File: config.mk
export PLATFORM = sky130hd
export DESIGN_NAME = acc_seq_param
export DESIGN_NICKNAME = d
export VERILOG_FILES = /design/src/rtl/acc_seq_param.sv
export SDC_FILE = /design/constraint.sdc
export NUM_CORES = 1
export LEC_CHECK = 0
export CELL_PAD_IN_SITES_DETAIL_PLACEMENT = 1
export CELL_PAD_IN_SITES_GLOBAL_PLACEMENT = 2
export CORE_MARGIN = 2
export CORE_UTILIZATION = 29
export DETAILED_ROUTE_END_ITERATION = 7
export PLACE_DENSITY_LB_ADDON = 0.1
export SYNTH_ARGS = -nofsm -noshare
export SYNTH_HDL_FRONTEND = slang
export SYNTH_SLANG_ARGS = --single-unit
File: constraint.sdc
create_clock -name clk -period 4.8 [get_ports clk]
set_clock_uncertainty 0.1 [all_clocks]
set_input_delay 1.44 -clock clk [delete_from_list [all_inputs] [get_ports clk]]
set_output_delay 1.44 -clock clk [all_outputs]
set_load 0.1 [all_outputs]
File: src/rtl/acc_seq_param.sv
// acc_seq_param: sequences NUM_LAYERS compute layers over valid/ready handshakes.
// It muxes the shared weight-RAM address to the active layer and captures the
// final-layer scores. A sequential argmax over those scores picks the winning class.
// A per-layer watchdog and an abort input can end a run early.
module acc_seq_param #(
    parameter int NUM_LAYERS  = 3,
    parameter int WADDR_W     = 9,
    parameter int NUM_CLASSES = 10,
    parameter int RES_W       = 8,
    parameter int TIMEOUT_W   = 16,
    parameter int CLS_W       = $clog2(NUM_CLASSES)
) (
    input  logic                           clk,
    input  logic                           rstn,
    input  logic                           start_valid_i,
    output logic                           start_ready_o,
    input  logic                           abort_i,
    output logic [NUM_LAYERS-1:0]          layer_valid_o,
    input  logic [NUM_LAYERS-1:0]          layer_ready_i,
    input  logic [NUM_LAYERS*WADDR_W-1:0]  layer_waddr_i,
    output logic [WADDR_W-1:0]             wt_addr_o,
    input  logic [NUM_CLASSES*RES_W-1:0]   res_i,
    output logic [NUM_CLASSES*RES_W-1:0]   res_o,
    output logic [CLS_W-1:0]               class_o,
    input  logic [TIMEOUT_W-1:0]           timeout_cfg_i,
    output logic                           err_o,
    output logic                           irq_o,
    output logic [31:0]                    cycles_o
);

    localparam int IDX_W = (NUM_LAYERS > 1) ? $clog2(NUM_LAYERS) : 1;
    localparam logic [IDX_W-1:0] LAST_IDX = IDX_W'(NUM_LAYERS - 1);
    localparam logic [CLS_W-1:0] LAST_CLS = CLS_W'(NUM_CLASSES - 1);

    localparam logic [2:0] S_IDLE   = 3'd0;
    localparam logic [2:0] S_RUN    = 3'd1;
    localparam logic [2:0] S_ARGMAX = 3'd2;
    localparam logic [2:0] S_DONE   = 3'd3;
    localparam logic [2:0] S_ERR    = 3'd4;

    logic [2:0]                     state_reg, state_next;
    logic [IDX_W-1:0]               idx_reg, idx_next;
    logic [CLS_W-1:0]               sidx_reg, sidx_next;
    logic [CLS_W-1:0]               best_reg, best_next;
    logic [CLS_W-1:0]               class_reg, class_next;
    logic [TIMEOUT_W-1:0]           wd_reg, wd_next;
    logic [31:0]                    cycles_reg, cycles_next;
    logic [NUM_CLASSES*RES_W-1:0]   res_reg, res_next;
    logic                           err_reg, err_next;
    logic                           irq_reg, irq_next;

    logic [WADDR_W-1:0]             waddr_arr [NUM_LAYERS];
    logic signed [RES_W-1:0]        score_arr [NUM_CLASSES];
    logic signed [RES_W-1:0]        cur_score, best_score;
    logic                           ready_cur;
    logic [TIMEOUT_W:0]             wd_inc;
    logic                           timeout_hit;
    logic [CLS_W-1:0]               best_upd;

    // Per-layer slices and the one-hot layer enable decoded from state and idx
    generate
        for (genvar gi = 0; gi < NUM_LAYERS; gi++) begin : g_layer
            assign waddr_arr[gi]     = layer_waddr_i[gi*WADDR_W +: WADDR_W];
            assign layer_valid_o[gi] = (state_reg == S_RUN) && (idx_reg == IDX_W'(gi));
        end
        for (genvar gi = 0; gi < NUM_CLASSES; gi++) begin : g_score
            assign score_arr[gi] = res_reg[gi*RES_W +: RES_W];
        end
    endgenerate

    // Select the active layer's weight address and ready bit
    always_comb begin
        wt_addr_o = '0;
        ready_cur = 1'b0;
        for (int k = 0; k < NUM_LAYERS; k++) begin
            if (idx_reg == IDX_W'(k)) begin
                wt_addr_o = waddr_arr[k];
                ready_cur = layer_ready_i[k];
            end
        end
    end

    // Fetch the two captured scores that the argmax compares this cycle
    always_comb begin
        cur_score  = '0;
        best_score = '0;
        for (int k = 0; k < NUM_CLASSES; k++) begin
            if (sidx_reg == CLS_W'(k)) cur_score = score_arr[k];
            if (best_reg == CLS_W'(k)) best_score = score_arr[k];
        end
    end

    // A strictly greater score replaces the running best, so ties keep the lower index
    assign best_upd    = (cur_score > best_score) ? sidx_reg : best_reg;
    assign wd_inc      = {1'b0, wd_reg} + (TIMEOUT_W+1)'(1);
    assign timeout_hit = (timeout_cfg_i != '0) && (wd_inc >= {1'b0, timeout_cfg_i});

    // Next-state logic: the priority order is abort, then timeout, then layer ready
    always_comb begin
        state_next  = state_reg;
        idx_next    = idx_reg;
        sidx_next   = sidx_reg;
        best_next   = best_reg;
        class_next  = class_reg;
        wd_next     = wd_reg;
        cycles_next = cycles_reg;
        res_next    = res_reg;
        err_next    = err_reg;
        irq_next    = 1'b0;

        if ((state_reg == S_RUN || state_reg == S_ARGMAX) && cycles_reg != 32'hFFFF_FFFF)
            cycles_next = cycles_reg + 32'd1;

        case (state_reg)
            S_IDLE: begin
                if (start_valid_i) begin
                    state_next  = S_RUN;
                    idx_next    = '0;
                    wd_next     = '0;
                    cycles_next = '0;
                    err_next    = 1'b0;
                end
            end
            S_RUN: begin
                if (abort_i) begin
                    state_next = S_IDLE;
                    idx_next   = '0;
                    wd_next    = '0;
                end else if (timeout_hit) begin
                    state_next = S_ERR;
                    idx_next   = '0;
                    wd_next    = '0;
                    err_next   = 1'b1;
                    irq_next   = 1'b1;
                end else if (ready_cur) begin
                    wd_next = '0;
                    if (idx_reg == LAST_IDX) begin
                        state_next = S_ARGMAX;
                        idx_next   = '0;
                        res_next   = res_i;
                        sidx_next  = CLS_W'(1);
                        best_next  = '0;
                    end else begin
                        idx_next = idx_reg + IDX_W'(1);
                    end
                end else if (timeout_cfg_i != '0) begin
                    wd_next = wd_inc[TIMEOUT_W-1:0];
                end
            end
            S_ARGMAX: begin
                if (abort_i) begin
                    state_next = S_IDLE;
                    sidx_next  = '0;
                end else begin
                    best_next = best_upd;
                    if (sidx_reg == LAST_CLS) begin
                        class_next = best_upd;
                        state_next = S_DONE;
                        sidx_next  = '0;
                        irq_next   = 1'b1;
                    end else begin
                        sidx_next = sidx_reg + CLS_W'(1);
                    end
                end
            end
            S_DONE, S_ERR: begin
                if (!start_valid_i) state_next = S_IDLE;
            end
            default: state_next = S_IDLE;
        endcase
    end

    // State and status registers; reset returns everything to zero at once
    always_ff @(posedge clk or negedge rstn) begin
        if (!rstn) begin
            state_reg  <= S_IDLE;
            idx_reg    <= '0;
            sidx_reg   <= '0;
            best_reg   <= '0;
            class_reg  <= '0;
            wd_reg     <= '0;
            cycles_reg <= '0;
            res_reg    <= '0;
            err_reg    <= 1'b0;
            irq_reg    <= 1'b0;
        end else begin
            state_reg  <= state_next;
            idx_reg    <= idx_next;
            sidx_reg   <= sidx_next;
            best_reg   <= best_next;
            class_reg  <= class_next;
            wd_reg     <= wd_next;
            cycles_reg <= cycles_next;
            res_reg    <= res_next;
            err_reg    <= err_next;
            irq_reg    <= irq_next;
        end
    end

    assign start_ready_o = (state_reg == S_DONE) || (state_reg == S_ERR);
    assign res_o         = res_reg;
    assign class_o       = class_reg;
    assign err_o         = err_reg;
    assign irq_o         = irq_reg;
    assign cycles_o      = cycles_reg;

endmodule

==> results of run 1 <==
## report_power, final
part	switching (mW)	total, mW	leakage [nW]	internal, mW
Sequential	0.634	2.28	1.99	1.64
Combinational	4.38	6.19	3.08	1.80
Clock	0.645	1.40	0.296	0.752
Total	5.66	9.86	5.37	4.20
## cell type report
| cell class | count | area share |
|---|---|---|
| multi-input combinational | 615 | 0.3738 |
| tap | 390 | 0.03922 |
| clock inverter | 15 | 0.01478 |
| sequential | 147 | 0.2957 |
| clock buffer | 17 | 0.03419 |
| inverter | 25 | 0.007542 |
| timing repair buffer | 285 | 0.2348 |
## worst reg2reg max path, stage by stage, from the launching register on
cell and delay (ns):
dfrtp_1 0.46, ha_1 0.32, nand3_1 0.23, nor4_4 0.48, nand3_1 0.15, xnor2_1 0.30, ha_1 0.32, nand4_1 0.15
o41ai_1 0.13, a31oi_2 0.28, a21oi_4 0.14, nor4_4 0.32, buf_12 0.24, buf_12 0.21, mux2_2 0.36
## logic make-up (layout without fill, tap and decap cells)
logic type / count (synthesis) / count (layout) / synth area share
mux: 130 / 130 / 0.1831
fa+ha+maj: 26 / 26 / 0.03767
xor+xnor: 42 / 42 / 0.04260
simple gates: 261 / 261 / 0.1510
buf+inv: 67 / 342 / 0.03651
compound gates: 156 / 156 / 0.1232
flops: 147 / 147 / 0.4260
## layer usage
metal	share of wire	wire length (um)
met1	0.45	13420
met2	0.48	14310
met3	0.051	1509
met4	0.015	442
met5	0	0
## layout by cell type, fill, tap and decap left out, drive strengths merged, types with 4 or more instances in the layout
master,Yosys,layout
clkdlybuf4s50,0,246
dfrtp,147,147
mux2,84,84
nor2,68,68
nand2,65,65
o21ai,41,41
buf,13,39
nand3,37,37
inv,25,35
a21oi,33,33
mux2i,32,32
xor2,27,27
ha,26,26
clkbuf,29,17
xnor2,15,15
a22o,15,15
nand4,15,15
mux4,14,14
nor3,13,13
and3,12,12
nor2b,11,11
nand2b,10,10
nor4,9,9
a31oi,8,8
a222oi,7,7
o211ai,7,7
and4,7,7
or3,7,7
o22ai,5,5
o221ai,4,4
a211oi,4,4
## how the worst min path moves through the flow
stage	slack (ns)	end	start
6_report	0.37	class_o[2]$_DFFE_PN0P_	class_o[2]$_DFFE_PN0P_
5_1_grt	0.42	class_o[2]$_DFFE_PN0P_	class_o[2]$_DFFE_PN0P_
4_1_cts	0.38	class_o[2]$_DFFE_PN0P_	class_o[2]$_DFFE_PN0P_
3_5_place_dp	0.36	class_o[2]$_DFFE_PN0P_	class_o[2]$_DFFE_PN0P_
3_3_place_gp	0.36	class_o[2]$_DFFE_PN0P_	class_o[2]$_DFFE_PN0P_
2_1_floorplan	0.41	wd_reg[14]$_DFFE_PN0P_	wd_reg[14]$_DFFE_PN0P_
==> summary.md, run 1 <==
| Metric | Value |
|---|---|
| CP Cell Sequence | `ha_1, nand3_1, nor4_4, nand3_1, xnor2_1, ha_1, nand4_1, o41ai_1, a31oi_2, a21oi_4, nor4_4, buf_12, buf_12, mux2_2` |
| Met1 global-route usage | `0.2495` |
| Synthesized area | `roughly 8600 um2` |
| Synth Area per Inst | `around 10 um2` |
| GRT overflow | `0` |
| Most used DFF post-synth | `dfrtp_1` |
| Register area | `about 3700 um2` |
| Top-area cell type share of the netlist area | `0.4260` |
| Final period utilization | `0.8956` |
| Cts repair resizes | `0` |
| Worst Hold Class | `reg2reg` |
| Pwr Total | `9.858 mW` |
| PortBufs | `260` |
| Initial antenna violation count | `0` |
| Yosys top cell by area | `dfrtp_1` |
| CP Launch Point | `wd_reg[0]$_DFFE_PN0P_` |
| Initial core utilization | `0.2929` |
| CTS tree | `built` |
| # hold bufs at CTS | `0` |
| F_max | `232.6 MHz` |
| PwrDens | `between 700 and 800 nW/um2` |
| R2R Path End | `res_o[43]$_DFFE_PN0P_` |
| Core area | `between 20,000 and 30,000 um2` |
| Levels on crit path | `14` |
| Post-synth EDFFs | `0` |
| Layout Cells excl Fill | `roughly 1,500` |
| Synth Net Count | `985` |
| FF-to-FF Start | `wd_reg[0]$_DFFE_PN0P_` |
| Placed instance count | `approximately 1,500` |
| CP arrival | `about 4.5 ns` |
| Via Count | `approximately 7,600` |
| Area delta synth->final | `44.07%` |
| Die area | `a little over 30,000 um2` |
| Number of DRC markers in iteration 0 | `366` |
| Min cycle time layout | `between 4 and 5 ns` |
| Setup bufs post-CTS | `0` |
| H-tree depth | `4` |
| CTS max path bufs | `2` |
| Synth warn | `0` |
| Die width | `176.6 um` |
| Routability Congestion | `approximately 0.78` |
| Largest net degree at the start of global routing | `61` |
| Top-count cell post-synth | `dfrtp_1` |
| Async SR Flop Fraction | `1.000` |
| Worst vdd ir | `just over 0.0003 V` |
| Max FFs per register | `80` |
| N_diodes | `0` |
| Area of the multi-input gates | `roughly 4700 um2` |
| Worst Slack Setup Final | `0.5011 ns` |
| GR met3 Demand/Resource | `0.04285` |
| Syn Inst Count | `roughly 830` |
| Site row count | `63` |
| CP max stage cell | `nor4_4` |
| Total wire length | `around 30 mm` |
| Fin util | `0.4220` |
| RSZ-0062 raised after global routing | `no` |
| Top cells by count, synth | `dfrtp_1, mux2_2, nor2_1` |
| CP startpoint kind | `register` |
| Hold Fails Final Rpt | `0` |
| CP Max Fanout | `24` |
| Vias in the first global route | `7,993` |
| Vias per inst | `between 5 and 6` |
| CP Data Required Time | `roughly 5 ns` |
| Leak pwr | `~5.4 nW` |
| Initial DRT Pass Iterations | `4` |
| Worst slack at placement | `~0.23 ns` |
| Tot GR Track Use | `0.1921` |
| Clk_lat worst skew | `0.43 ns` |
| Setup_tns | `0 ns` |
| DRC viols | `0` |
| First-pass GRT wire length | `roughly 46 mm` |
| Setup CP Type | `reg2reg` |
| Layout fillers | `roughly 3,300` |
| Worst setup EP type | `register` |
| #FFs+latches synth | `around 150` |
| Worst slew pin tran | `1.028 ns` |
| Slew HR | `0.3128` |
| Max stage delay on crit path | `between 0.4 and 0.5 ns` |
| Max Cap Viol | `0` |
| Final antenna-violating net count | `0` |
| TritonCTS Buffers | `17` |
| Most Crowded Layer GR | `met2` |
| R2R cell count | `14` |
| Final nets | `1,247` |
| Share of layout cells above drive strength 1 | `0.1567` |
| IO Pins | `261` |
| Fin Hold WS | `about 0.37 ns` |
| Clock sink count | `147` |
| Hold depth | `2` |
| CTS clk-pin slew, worst paths | `0.07 ns` |
| Synth unique cells | `60` |
| Final instance area | `between 10,000 and 15,000 um2` |
| Root Driver | `clkbuf_16` |
| Die Y | `176.6 um` |
| Sequential area share after synthesis | `0.4260` |
| DP Wirelength | `about 23 mm` |
| Top cells by area, synth | `dfrtp_1, mux2_2, ha_1` |
| Crit path buf inv count | `2` |
| GRT met2 Usage | `0.3247` |
| Reg2reg setup slack | `between 0.5 and 0.6 ns` |
| DR WL/cell | `about 20 um` |
| Final setup violation count | `0` |
| Placed cell area | `11,830 um2` |
| Family with the most delay on the worst path | `simple AND/OR/NAND/NOR gates` |
| Status | `complete, no violations` |
| Setup crit end | `res_o[43]$_DFFE_PN0P_` |
| Slew Viols, Final | `0` |
No activity file was read; power rests on OpenSTA's default activity.
==> run 2: changes to the inputs <==
SLEW_MARGIN = 20   (was not set)
==> results of run 2 <==
The final DEF is identical to that of run 1; final timing and power are the same.
==> run 3: changes to the inputs <==
CORE_MARGIN = 4   (was 2)
==> run 3 against run 2 <==
Against the previous run: worst setup slack better by 0.042 ns; maximum frequency up 0.98%; global-route usage shrank 0.72 points; sequential power hardly changed; largest power group unchanged; total power up 1.0%; worst hold slack better by 0.0053 ns; core utilization grew 0.86 points.
==> summary.md, run 3 (same netlist as run 1, synthesis figures left out) <==
| Metric | Value |
|---|---|
| Via Count | `around 7,600` |
| Final instance area | `around 12,000 um2` |
| Site row count | `between 60 and 70` |
| Vias per inst | `5.105` |
| Slew Viols, Final | `0` |
| Worst setup EP type | `register` |
| IO Pins | `about 260` |
| Placed cell area | `about 12,000 um2` |
| Setup_tns | `0 ns` |
| Final period utilization | `0.8869` |
| Setup bufs post-CTS | `0` |
| Fin util | `0.4307` |
| Root Driver | `clkbuf_16` |
| Hold depth | `2` |
| Routability Congestion | `~0.8` |
| Initial antenna violation count | `0` |
| Worst Hold Class | `reg2reg` |
| Setup CP Type | `reg2reg` |
| Clk_lat worst skew | `approximately 0.43 ns` |
| Max FFs per register | `80` |
| Worst vdd ir | `a little over 0.0004 V` |
| Pwr Total | `9.958 mW` |
| Initial core utilization | `0.2977` |
| # hold bufs at CTS | `0` |
| N_diodes | `0` |
| Number of DRC markers in iteration 0 | `between 300 and 400` |
| PortBufs | `between 200 and 300` |
| Worst slew pin tran | `around 1.1 ns` |
| DP Wirelength | `~23 mm` |
| Layout fillers | `between 3,000 and 4,000` |
| Hold Fails Final Rpt | `0` |
| CP startpoint kind | `register` |
| Final setup violation count | `0` |
| DR WL/cell | `just over 20 um` |
| Die Y | `180.6 um` |
| Status | `complete, no violations` |
| CTS max path bufs | `2` |
| Largest net degree at the start of global routing | `72` |
| Min cycle time layout | `about 4.3 ns` |
| Tot GR Track Use | `0.1849` |
| DRC viols | `0` |
| Slew HR | `0.2908` |
| Clock sink count | `~150` |
| Share of layout cells above drive strength 1 | `0.1559` |
| TritonCTS Buffers | `17` |
| CTS clk-pin slew, worst paths | `0.07 ns` |
| Vias in the first global route | `roughly 8,000` |
| Die width | `~180 um` |
| Fin Hold WS | `between 0.3 and 0.4 ns` |
| Cts repair resizes | `0` |
| CP arrival | `~4.5 ns` |
| GRT overflow | `0` |
| Area delta synth->final | `44.68%` |
| F_max | `roughly 230 MHz` |
| R2R cell count | `14` |
| CP Max Fanout | `29` |
| H-tree depth | `4` |
| CTS tree | `built` |
| RSZ-0062 raised after global routing | `no` |
| Final nets | `approximately 1,200` |
| Initial DRT Pass Iterations | `4` |
| First-pass GRT wire length | `~48 mm` |
| Die area | `~33,000 um2` |
| Core area | `just under 30,000 um2` |
| Total wire length | `roughly 30 mm` |
| PwrDens | `797.0 nW/um2` |
| Commonest non-fill, non-tap cells in the layout | `clkdlybuf4s50_1, dfrtp_1, mux2_2` |
| CP Data Required Time | `approximately 5 ns` |
| Commonest non-fill, non-tap cell in the layout | `clkdlybuf4s50_1` |
| Max Cap Viol | `0` |
| Final antenna-violating net count | `0` |
| Leak pwr | `approximately 5.4 nW` |
==> run 3: path summary, 6_finish.rpt <==
| check | to | start | slack (ns) |
|---|---|---|---|
| worst max-delay path | res_o[72]$_DFFE_PN0P_ | wd_reg[0]$_DFFE_PN0P_ | 0.54 |
| worst min-delay path | class_o[1]$_DFFE_PN0P_ | class_o[1]$_DFFE_PN0P_ | 0.38 |
| worst max register to register | res_o[72]$_DFFE_PN0P_ | wd_reg[0]$_DFFE_PN0P_ | 0.54 |
| worst min register to register | class_o[1]$_DFFE_PN0P_ | class_o[1]$_DFFE_PN0P_ | 0.38 |
| max in group asynchronous | err_o$_DFFE_PN0P_ | rstn | 2.79 |
| min in group asynchronous | res_o[25]$_DFFE_PN0P_ | rstn | 0.93 |
==> run 3: metrics by stage <==
stage / setup WS (ns) / instances
6_report: 0.5429 / 1487
4_1_cts: 0.4967 / 1487
3_3_place_gp: 0.3277 / 1455
3_5_place_dp: 0.2638 / 1455
2_1_floorplan: 0.2199 / 829
5_1_grt: 0.2612 / 1487
==> run 3: power by group <==
group	switching (mW)	internal [mW]	total, mW	leakage, nW
Clock	0.642	0.847	1.49	0.315
Sequential	0.625	1.64	2.27	1.99
Combinational	4.39	1.81	6.20	3.08
==> run 3: cell type report <==
| cell class | instances | area, um2 | area share |
|---|---|---|---|
| Inverter | 25 | 93.84 | 0.007511 |
| Sequential cell | 147 | 3679 | 0.2944 |
| Multi-Input combinational cell | 615 | 4651 | 0.3722 |
| Tap cell | 384 | 480.5 | 0.03845 |
| Clock inverter | 15 | 214.0 | 0.01712 |
| Timing Repair Buffer | 284 | 2952 | 0.2362 |
| Clock buffer | 17 | 425.4 | 0.03405 |
==> run 3: critical path, stage by stage, from the launching register on <==
cell     delay [ns]
dfrtp_1        0.43
ha_1           0.29
nand3_1        0.22
nor4_4         0.49
nand3_1        0.15
xnor2_1        0.20
ha_1           0.33
nand4_1        0.15
o41ai_1        0.55
a31oi_2        0.14
a21oi_4        0.31
nor4_4         0.10
buf_12         0.19
buf_12         0.17
mux2_1         0.31
==> run 3: metal layers <==
layer,track usage,vias to the layer above,share of wire
met2,0.3190,199,0.50
met5,0,-,0
met4,0.04204,0,0.014
li1,-,3588,-
met1,0.2380,3777,0.44
met3,0.04098,27,0.048
==> RTL edit (flow settings as in run 3) <==
Register the input `timeout_cfg_i` before use. The logic sees it one clock later. The other inputs are not delayed to match.
--- a/src/rtl/acc_seq_param.sv
+++ b/src/rtl/acc_seq_param.sv
@@ -38,6 +38,12 @@
     localparam logic [2:0] S_DONE   = 3'd3;
     localparam logic [2:0] S_ERR    = 3'd4;
 
+    logic [TIMEOUT_W-1:0] timeout_cfg_q;
+
+    always_ff @(posedge clk) begin
+        timeout_cfg_q <= timeout_cfg_i;
+    end
+
     logic [2:0]                     state_reg, state_next;
     logic [IDX_W-1:0]               idx_reg, idx_next;
     logic [CLS_W-1:0]               sidx_reg, sidx_next;
@@ -93,7 +99,7 @@
     // A strictly greater score replaces the running best, so ties keep the lower index
     assign best_upd    = (cur_score > best_score) ? sidx_reg : best_reg;
     assign wd_inc      = {1'b0, wd_reg} + (TIMEOUT_W+1)'(1);
-    assign timeout_hit = (timeout_cfg_i != '0) && (wd_inc >= {1'b0, timeout_cfg_i});
+    assign timeout_hit = (timeout_cfg_q != '0) && (wd_inc >= {1'b0, timeout_cfg_q});
 
     // Next-state logic: the priority order is abort, then timeout, then layer ready
     always_comb begin
@@ -143,7 +149,7 @@
                     end else begin
                         idx_next = idx_reg + IDX_W'(1);
                     end
-                end else if (timeout_cfg_i != '0) begin
+                end else if (timeout_cfg_q != '0) begin
                     wd_next = wd_inc[TIMEOUT_W-1:0];
                 end
             end
Check against the original RTL: not equivalent (a bounded check fails within 4 cycles, from zero or initial values and one cycle with rstn low).
==> RTL edit against run 3 <==
- cell count up 4.9%
- power down 24%
- clock power down 5%
- worst setup slack better by 0.027 ns
- die area up 6.3%
- worst hold slack better by 0.0090 ns
- first-iteration DRC count down 6.5%
- routed wire length up 4.5%
- via count up 7.4%
- sequential cell count up 16
- synthesized area up 6.6%
- final area up 3.3%
- critical path depth down 3
==> RTL edit: results (changes against run 3) <==
outcome=completed; Arr. time, crit path=4.48 ns (about the same); Setup WS pre-CTS=0.638 ns (+0.374 ns); critical path's slowest cell=nor3_1; Buffers excl. clock=278 (-2.1%); CP max FO=10 (-66%); worst hold slack=0.388 ns (+0.00904 ns); R2R Path End=best_reg[1]; Multi-Input Combinational=663 (+7.8%); FF-to-FF setup slack=0.57 ns (+0.03 ns); clk_lat worst skew=0.45 ns (+0.02 ns); vias per cell=5.23 (+2.4%); Async S/R FF share, synth=90.2% (-9.8 points); Inst Count DP=1527 (+4.9%); 1st-iter DRT viols=333 (-6.5%); buffering overhead=22.0% (-1.6 points); syn_nets=1056 (+7.2%); worst r2r path cells=11 (-3); via count of the first global-routing pass=8424 (+3.2%); largest net degree at the start of global routing=86 (+19%); clk cell area share=4.59% (-0.53 points); worst vdd ir=0.312 mV (-25%); Max-slew headroom=29.3% (+0.23 points); GRT Util Overall=18.3% (-0.23 points); first-pass GRT wire length=48800 um (+1.0%); routed wl met3=1730 um (+18%); share of cells above drive strength 1=14.3% (-1.3 points); most area-consuming cells after synthesis=dfrtp_1 (40%), mux2_2 (9.1%), mux2i_1 (3.7%)
[RTL edit: cell types whose count changed after synthesis, moves of 10 or more]
cell and change:
a21oi_1 +11, dfxtp_1 +16, nand2_1 +11, or4_1 +10
xor2_1 -14
[RTL edit: worst max-delay path by stage]
stage          cells past startpoint               end
6_report                          11       best_reg[1]
5_1_grt                           11       best_reg[3]
4_1_cts                           11       best_reg[1]
3_5_place_dp                      11       best_reg[1]
3_3_place_gp                      11       best_reg[1]
2_1_floorplan                      3  layer_valid_o[0]
[RTL edit: layer usage]
| metal | global-route usage (%) | vias to the layer above |
|---|---|---|
| met2 | 30.8 | 215 |
| met3 | 4.84 | 31 |
| met4 | 5.25 | 0 |
| li1 | - | 3854 |
| met5 | 0 | - |
| met1 | 23.2 | 4052 |
[RTL edit: where the power goes]
group	internal, mW	leakage (nW)	switching (mW)
logic	1.19	3.08	2.85
clock network	0.787	0.280	0.631
registers	1.63	2.15	0.429
total	3.61	5.51	3.91
[RTL edit: cell families (layout without fill, tap and decap cells)]
family | Yosys count | in the layout | synth area share (%)
buf+inv | 74 | 337 | 3.74
other cells | 0 | 1 | 0
compound gates | 190 | 190 | 14.0
simple gates | 295 | 295 | 16.4
mux | 126 | 126 | 16.4
xor+xnor | 26 | 26 | 2.47
fa+ha+maj | 26 | 26 | 3.53
flops | 163 | 163 | 43.4
[RTL edit: metrics by stage]
stage               cell area, um^2  util (%)
floorplan                      9210         -
finish                        12900      41.7
global placement              12300      39.7
CTS                           12900      41.6
detailed placement            12300      39.7
global route                  12900      41.7
